==> src/rtl/midi_pkg.sv <==
// MIDI parser shared types: FSM states, message-type codes,
// byte classification and data-length helpers.
package midi_pkg;

  typedef enum logic [1:0] {
    ST_IDLE,
    ST_WAIT_D1,
    ST_WAIT_D2,
    ST_DISCARD
  } state_t;

  typedef enum logic [1:0] {
    BC_DATA,
    BC_STATUS,
    BC_SYS,
    BC_RT
  } byte_class_t;

  localparam logic [3:0] NOTE_OFF    = 4'h8;
  localparam logic [3:0] NOTE_ON     = 4'h9;
  localparam logic [3:0] POLY_PRESS  = 4'hA;
  localparam logic [3:0] CTRL_CHANGE = 4'hB;
  localparam logic [3:0] PROG_CHANGE = 4'hC;
  localparam logic [3:0] CHAN_PRESS  = 4'hD;
  localparam logic [3:0] PITCH_BEND  = 4'hE;

  function automatic byte_class_t byte_class(
    input logic [7:0] b
  );
    byte_class_t c;
    if (!b[7])
      c = BC_DATA;
    else if (b[7:4] != 4'hF)
      c = BC_STATUS;
    else if (b[3])
      c = BC_RT;
    else
      c = BC_SYS;
    return c;
  endfunction

  function automatic logic two_data(
    input logic [3:0] t
  );
    return !((t == PROG_CHANGE) ||
             (t == CHAN_PRESS));
  endfunction

endpackage

==> src/rtl/midi_msg_parser.sv <==
// MIDI channel-message parser with running status,
// real-time passthrough and optional channel filter.
module midi_msg_parser
  import midi_pkg::*;
#(
  parameter logic       CHANNEL_FILTER_EN = 1'b0,
  parameter logic [3:0] CHANNEL           = 4'd0
) (
  input  logic       clk_in,
  input  logic       rst_in,
  input  logic [7:0] byte_in,
  input  logic       byte_valid_in,
  output logic [3:0] status,
  output logic [3:0] channel,
  output logic [7:0] data_byte1,
  output logic [7:0] data_byte2,
  output logic       valid_out,
  output logic [7:0] drop_count
);

  state_t      r_state;
  state_t      w_next;
  byte_class_t w_cls;

  logic [7:0] r_rs;
  logic [7:0] r_d1;
  logic [3:0] r_status;
  logic [3:0] r_channel;
  logic [7:0] r_db1;
  logic [7:0] r_db2;
  logic       r_valid;
  logic [7:0] r_drop;

  logic       w_one;
  logic       w_is_data;
  logic       w_is_stat;
  logic       w_is_sys;
  logic       w_drop_inc;
  logic       w_lat_d1;
  logic       w_done;
  logic       w_match;
  logic       w_emit;
  logic [7:0] w_new_d1;
  logic [7:0] w_new_d2;

  assign w_cls     = byte_class(byte_in);
  assign w_one     = !two_data(r_rs[7:4]);
  assign w_is_data = byte_valid_in && (w_cls == BC_DATA);
  assign w_is_stat = byte_valid_in && (w_cls == BC_STATUS);
  assign w_is_sys  = byte_valid_in && (w_cls == BC_SYS);

  always_ff @(posedge clk_in or negedge rst_in) begin
    if (!rst_in)
      r_state <= ST_IDLE;
    else
      r_state <= w_next;
  end

  // real-time bytes match no arm and leave the state alone
  always_comb begin
    w_next = r_state;
    unique case (1'b1)
      w_is_sys:  w_next = ST_DISCARD;
      w_is_stat: w_next = ST_WAIT_D1;
      w_is_data: begin
        if (r_state == ST_WAIT_D1)
          w_next = w_one ? ST_WAIT_D1 : ST_WAIT_D2;
        else if (r_state == ST_WAIT_D2)
          w_next = ST_WAIT_D1;
      end
      default: w_next = r_state;
    endcase
  end

  always_comb begin
    w_drop_inc = w_is_data && (r_state == ST_IDLE);
    w_lat_d1   = w_is_data && (r_state == ST_WAIT_D1);
    w_done     = w_is_data &&
                 ((r_state == ST_WAIT_D2) ||
                  ((r_state == ST_WAIT_D1) && w_one));
    w_match    = !CHANNEL_FILTER_EN ||
                 (r_rs[3:0] == CHANNEL);
    w_emit     = w_done && w_match;
    w_new_d1   = (r_state == ST_WAIT_D1) ? byte_in : r_d1;
    w_new_d2   = w_one ? 8'd0 : byte_in;
  end

  always_ff @(posedge clk_in or negedge rst_in) begin
    if (!rst_in) begin
      r_rs      <= 8'd0;
      r_d1      <= 8'd0;
      r_status  <= 4'd0;
      r_channel <= 4'd0;
      r_db1     <= 8'd0;
      r_db2     <= 8'd0;
      r_valid   <= 1'b0;
      r_drop    <= 8'd0;
    end else begin
      r_valid <= w_emit;
      if (w_is_stat)
        r_rs <= byte_in;
      else if (w_is_sys)
        r_rs <= 8'd0;
      if (w_lat_d1)
        r_d1 <= byte_in;
      if (w_emit) begin
        r_status  <= r_rs[7:4];
        r_channel <= r_rs[3:0];
        r_db1     <= w_new_d1;
        r_db2     <= w_new_d2;
      end
      if (w_drop_inc && (r_drop != 8'hFF))
        r_drop <= r_drop + 8'd1;
    end
  end

  assign status     = r_status;
  assign channel    = r_channel;
  assign data_byte1 = r_db1;
  assign data_byte2 = r_db2;
  assign valid_out  = r_valid;
  assign drop_count = r_drop;

endmodule
==> config.mk <==
export PLATFORM = sky130hd
export DESIGN_NAME = midi_msg_parser
export DESIGN_NICKNAME = d
export VERILOG_FILES = /design/src/rtl/midi_pkg.sv /design/src/rtl/midi_msg_parser.sv
export SDC_FILE = /design/constraint.sdc
export NUM_CORES = 1
export LEC_CHECK = 0
export CELL_PAD_IN_SITES_DETAIL_PLACEMENT = 0
export CELL_PAD_IN_SITES_GLOBAL_PLACEMENT = 1
export CORE_MARGIN = 4
export CORE_UTILIZATION = 31
export DETAILED_ROUTE_END_ITERATION = 10
export PLACE_DENSITY = 0.63
export SLEW_MARGIN = 10
export SYNTH_ARGS = -nofsm -noshare
export SYNTH_HDL_FRONTEND = slang
export SYNTH_SLANG_ARGS = --single-unit
==> constraint.sdc <==
create_clock -name clk_in -period 1.71 [get_ports clk_in]
set_clock_uncertainty 0.05 [all_clocks]
set_input_delay 0.171 -clock clk_in [delete_from_list [all_inputs] [get_ports clk_in]]
set_output_delay 0.171 -clock clk_in [all_outputs]
set_load 0.05 [all_outputs]
==> results of run 1 <==
==> layout make-up <==
| type | instances | area share |
|---|---|---|
| sequential | 51 | 0.435 |
| tap | 96 | 0.0408 |
| clock buffer | 5 | 0.0234 |
| clock inverter | 3 | 0.0157 |
| timing repair buffer | 62 | 0.171 |
| inverter | 4 | 0.00510 |
| multi-input combinational | 97 | 0.310 |
==> state kept, by name, summed over array words and instances, names as in the netlist, 2 cells and up <==
signal      count
data_byte1      8
r_state         2
r_d1            8
channel         4
drop_count      8
status          4
data_byte2      8
r_rs            8
==> metal layers <==
metal | vias to the layer above | wire length (um) | GRT usage
li1 | 711 | - | -
met1 | 779 | 2250 | 0.152
met2 | 38 | 2570 | 0.214
met3 | 7 | 205 | 0.0233
met4 | 0 | 61 | 0.0415
met5 | - | 0 | 0
==> final timing paths <==
check | from | end | slack [ps] | cells after the start
worst max-delay path | r_state[1]$_DFFE_PN0P_ | drop_count[1]$_DFFE_PN0P_ | 60 | 3
worst min-delay path | rst_in | data_byte2[7]$_DFFE_PN0P_ | 300 | 2
worst max register to register | r_state[1]$_DFFE_PN0P_ | drop_count[1]$_DFFE_PN0P_ | 60 | 3
worst min register to register | data_byte2[7]$_DFFE_PN0P_ | data_byte2[7]$_DFFE_PN0P_ | 450 | 1
max in group asynchronous | rst_in | r_d1[1]$_DFFE_PN0P_ | 720 | 3
min in group clk_in | data_byte2[7]$_DFFE_PN0P_ | data_byte2[7]$_DFFE_PN0P_ | 450 | 1
==> timing repair <==
item                                    CTS  global route
buffers inserted                          0             1
pin swaps                                 0             1
endpoints found under the setup margin    9             3
hold endpoints to repair                 17             0
resized for setup                         2             3
hold buffers                              1             0
==> power by group <==
part           switching (mW)  internal, mW
Clock                   0.410         0.441
Sequential              0.301          1.63
Combinational            1.56         0.911
Total                    2.27          2.98
==> cells in the final DEF, fill, tap and decap left out, types with 2 or more instances in the layout <==
| cell type | synthesis | routed |
|---|---|---|
| o21ai_0 | 3 | 3 |
| a22o_1 | 14 | 14 |
| nand4_1 | 2 | 2 |
| xor2_1 | 3 | 3 |
| a21oi_1 | 2 | 2 |
| nand3_1 | 2 | 2 |
| dfrtp_1 | 51 | 49 |
| clkdlybuf4s50_1 | 0 | 10 |
| a2bb2oi_1 | 2 | 2 |
| dfrtp_2 | 0 | 2 |
| nand2_1 | 4 | 4 |
| a211oi_2 | 1 | 3 |
| buf_4 | 4 | 49 |
| nor2_1 | 2 | 2 |
| inv_1 | 4 | 4 |
| and3_1 | 3 | 2 |
| clkbuf_8 | 0 | 5 |
| mux2_2 | 32 | 32 |
==> through the flow <==
| step | util | TNS (ps) | std cells |
|---|---|---|---|
| floorplan | - | -29.0 | 160 |
| global placement | 0.405 | -3120 | 308 |
| detailed placement | 0.405 | -3810 | 308 |
| CTS | 0.424 | 0 | 317 |
| global route | 0.426 | 0 | 318 |
| finish | 0.426 | 0 | 318 |
==> critical path: cells and delay by family, from the launching register on <==
kind	cells	cell delay [ps]
muxes	1	290
and+or+nand+nor	1	580
AOI/OAI and AO/OA	1	220
DFF	1	410
==> cells by family (layout without fill, tap and decap cells) <==
kind of cell | after synthesis | count (layout)
mux | 34 | 34
simple gates | 27 | 27
fa+ha+maj | 1 | 1
xor+xnor | 4 | 4
buf+inv | 12 | 74
compound gates | 31 | 31
flops | 51 | 51
==> results by group, run 1 <==
Outcome
  • Status: finished clean

STA
  • Final hold slack: 299 ps
  • FMAX: 605 MHz
  • RSZ-0062 raised after global routing: no
  • Worst-Margin Slew: 490 ps
  • Period utilisation layout: 0.966
  • Clock period minus worst slack: 1650 ps
  • Slew HR: 0.673
  • Final Slew Violations: 0
  • Final Setup Violations: 0
  • Fin. Hold Viols: 0
  • Post-route setup slack: 57.4 ps

Place
  • Placer Congestion: 0.827
  • Buffers added on ports: 43
  • Hpwl dp: 3.76 mm
  • Placed cell area: 2790 um2
  • Pre-CTS setup slack: -256 ps

Synthesis
  • Synth Flop Type: dfrtp_1
  • Synth Area in Compound Gates: 0.120
  • Post-synth top cells: 51 x dfrtp_1, 32 x mux2_2, 14 x a22o_1
  • Netlist cell types: 42
  • Synth area leader: dfrtp_1
  • Post-synthesis adder-cell area fraction: 0.00557
  • Ys async rst share: 1.00
  • Most common cell in the netlist: dfrtp_1
  • Synth area leaders: dfrtp_1 57%, mux2_2 16%, a22o_1 5.5%
  • Synth top area share: 0.568
  • Xor and xnor fraction of the mapped netlist area: 0.0156
  • Mapped Area: 2250 um2
  • Average size of a mapped cell: 14.0 um2
  • Synth warn: 0
  • Main combinational cell family by area after synthesis: multiplexers
  • EDFF count, synth: 0
  • Mapped Cells: 160
  • Syn_nets: 172
  • #FFs+latches synth: 51
  • Register area share after synthesis: 0.568
  • Synth Area in Simple Gates: 0.0858
  • Post-synthesis mux area share: 0.172

Floorplanning
  • # IOs: 44
  • Num rows: 30
  • Initial Utilization: 0.325
  • Die ar.: 8670 um2
  • Core Area: 6910 um2
  • Die width: 93.1 um
  • Die height: 93.1 um

Clock network
  • Root Buffer: clkbuf_8
  • Clock tree from TritonCTS: built
  • Maximum clock path buffer count: 2
  • Clock transition at path regs: 90 ps
  • CTS Buf Count: 5
  • Sink Count: 51
  • Worst skew pair latency: 310 ps
  • H-tree levels: 2

Drt
  • Final WL: 5.08 mm
  • Number of detailed-route iterations in the first pass: 4
  • Number of DRC markers in iteration 0: 60
  • Via Count: 1,535
  • Via density: 4.83
  • Post-route ant nets: 0
  • Remaining DRCs: 0
  • Routed wire per std cell: 16.0 um

Worst setup path
  • Max FO, Critical Path: 5
  • Worst setup EP type: flop
  • CP required: 1860 ps
  • Crit path cell chain: or4b_4, a21o_4, mux2_4
  • WS Path Type: reg -> reg
  • Crit path DAT: 1800 ps
  • Max stage delay on crit path: 580 ps
  • Crit start category: flop
  • CP max-delay cell: or4b_4

Global route
  • Largest net degree at the start of global routing: 23
  • GRT Resource Usage Total: 0.123
  • Congestion Overflow GR: 0
  • Initial antenna violation count: 0
  • First-pass GRT wire length: 8.33 mm
  • Number of global-route vias before repair: 1,677

Min path
  • Hold WC Path Type: in -> async

Layout
  • Design Area, Final: 2940 um2
  • FF+latch area: 1280 um2
  • Number of diodes: 0
  • Layout cells sized above 1: 0.482
  • Fin nets: 233
  • Area of the multi-input gates: 911 um2
  • Layout area overhead: 31.0%
  • FILL cells: 684

Pwr
  • Pwr Total: 5.25 mW
  • Leak pwr: 1.38 nW
  • VDD IR-drop max: 1.09 mV
  • Pwr Density: 1780 nW/um2

Flow run
  • Maxcap violations: 0
No activity file was read; power rests on OpenSTA's default activity.
==> run 2: changes to the inputs <==
PLACE_DENSITY = 0.61   (was 0.63)
clock period = 2.1 ns   (was 1.71 ns; I/O delays follow)
==> results by group, run 2 (synthesis gave the netlist of run 1 again) <==
Place
  • Hpwl dp: 3.58 mm
  • Pre-CTS setup slack: 116 ps
  • Buffers added on ports: 43
  • Placer Congestion: 0.765

Worst setup path
  • Worst setup EP type: output pin
  • Max FO, Critical Path: 6
  • Crit start category: flop
  • Worst reg2reg setup slack: 280 ps
  • CP required: 1840 ps
  • Crit path DAT: 1620 ps
  • WS Path Type: reg -> out
  • RR Endpoint: data_byte1[1]$_DFFE_PN0P_
  • Crit path cell chain: clkdlybuf4s50_1
  • R2R depth: 3
  • CP bufs+invs: 1
  • R2R Path Start: r_state[1]$_DFFE_PN0P_
  • CP max-delay cell: clkdlybuf4s50_1
  • Max stage delay on crit path: 840 ps
  • Critical path's top delay family: buffers and inverters

Pwr
  • Leak pwr: 1.31 nW
  • VDD IR-drop max: 0.715 mV
  • Pwr Density: 1500 nW/um2
  • Sequential Power Share: 0.354
  • Switching power: 1.83 mW
  • Pint: 2.60 mW
  • Pwr Total: 4.43 mW
  • Sw Share: 0.413
  • Combinational power share: 0.464
  • Clock share of power: 0.182

Floorplanning
  • Die height: 93.1 um
  • Die ar.: 8670 um2
  • Core Area: 6910 um2
  • # IOs: 44
  • Initial Utilization: 0.325
  • Num rows: 30
  • Die width: 93.1 um

Drt
  • Via density: 4.92
  • Final WL: 4.97 mm
  • Post-route ant nets: 0
  • Routed wire per std cell: 16.2 um
  • Number of DRC markers in iteration 0: 79
  • Via Count: 1,509
  • Number of detailed-route iterations in the first pass: 4
  • Remaining DRCs: 0

Flow run
  • Maxcap violations: 0

Clock network
  • Clock tree from TritonCTS: built
  • Maximum clock path buffer count: 2
  • Clock transition at path regs: 100 ps
  • Sink Count: 51
  • Root Buffer: clkbuf_8
  • Post-CTS Setup Bufs: 0
  • H-tree levels: 2
  • Worst skew pair latency: 310 ps
  • CTS Buf Count: 5

STA
  • Final Slew Violations: 0
  • Fin. Hold Viols: 0
  • Clock period minus worst slack: 1880 ps
  • Worst-Margin Slew: 610 ps
  • Slew HR: 0.593
  • Setup TNS: 0 ps
  • Period utilisation layout: 0.895
  • Post-route setup slack: 220 ps
  • FMAX: 532 MHz
  • Final Setup Violations: 0
  • RSZ-0062 raised after global routing: no

Min path
  • Hold WC Path Type: in -> async

Layout
  • Fin nets: 222
  • Most common cell after layout, fill and taps aside: dfrtp_1
  • Most frequent cells in the layout: 51 x dfrtp_1, 42 x clkdlybuf4s50_1, 32 x mux2_2
  • Layout cells sized above 1: 0.270
  • Number of diodes: 0
  • Layout area overhead: 31.6%

Global route
  • Grt met3 use: 0.0410
  • Most Crowded Layer GR: met2
  • Initial antenna violation count: 0
  • Met1 GRT Util: 0.167
  • Congestion Overflow GR: 0
  • Number of global-route vias before repair: 1,625
  • Largest net degree at the start of global routing: 28
  • Met2 Use GR: 0.193
  • First-pass GRT wire length: 8.51 mm
  • GRT Resource Usage Total: 0.126

Outcome
  • Status: finished clean
## run 2: cell types whose count changed in the layout (fill, tap and decap cells not counted), moves of 2 or more
cell,delta
a211oi_2,-2
a211oi_1,+2
dfrtp_2,-2
buf_4,-44
dfrtp_1,+2
clkdlybuf4s50_1,+32
## run 2: how the worst max path moves through the flow
stage | slack (ps) | cells past startpoint | from | end
2_1_floorplan | 290 | 4 | drop_count[0]$_DFFE_PN0P_ | drop_count[1]$_DFFE_PN0P_
3_3_place_gp | 130 | 4 | byte_in[7] | drop_count[1]$_DFFE_PN0P_
3_5_place_dp | 120 | 4 | byte_in[7] | drop_count[1]$_DFFE_PN0P_
4_1_cts | 200 | 1 | drop_count[3]$_DFFE_PN0P_ | drop_count[3]
5_1_grt | 150 | 1 | drop_count[3]$_DFFE_PN0P_ | drop_count[3]
6_report | 220 | 1 | drop_count[7]$_DFFE_PN0P_ | drop_count[7]
## run 2: power groups by stage
| stage | clock [mW] | combinational (mW) | sequential [mW] |
|---|---|---|---|
| after floorplan | 0 | 0.511 | 2.42 |
| after global placement | 0 | 2.05 | 1.57 |
| after detailed placement | 0 | 2.07 | 1.59 |
| after CTS | 0.829 | 2.08 | 1.58 |
| after global routing | 0.870 | 2.16 | 1.63 |
| final | 0.807 | 2.06 | 1.57 |
## run 2: final cells by class
type                       instances  area (um2)
clock buffer                       5        68.8
clock inverter                     3        67.6
fill                             677        3950
inverter                           4        15.0
multi-input combinational         97         895
sequential                        51        1280
tap                               96         120
timing repair buffer              51         513
## run 2: metrics by stage
stage                     utilization  cell area, um2  std cells  hold slack, ps
after floorplan                     -            2250        160            -136
after global placement          0.407            2810        298             196
after detailed placement        0.407            2810        298             200
after CTS                       0.428            2960        307             414
after global routing            0.428            2960        307             468
final                           0.428            2960        307             408
## run 2: layer usage
layer,share of wire,vias to the layer above,wire length [um]
met5,0,-,0
met1,0.46,766,2270
met3,0.059,7,291
met2,0.47,46,2340
met4,0.015,0,76
li1,-,690,-
## run 2: what timing repair did
item,in CTS,in global routing
endpoints found under the hold margin,24,0
gates resized for setup,0,0
hold buffers,1,0
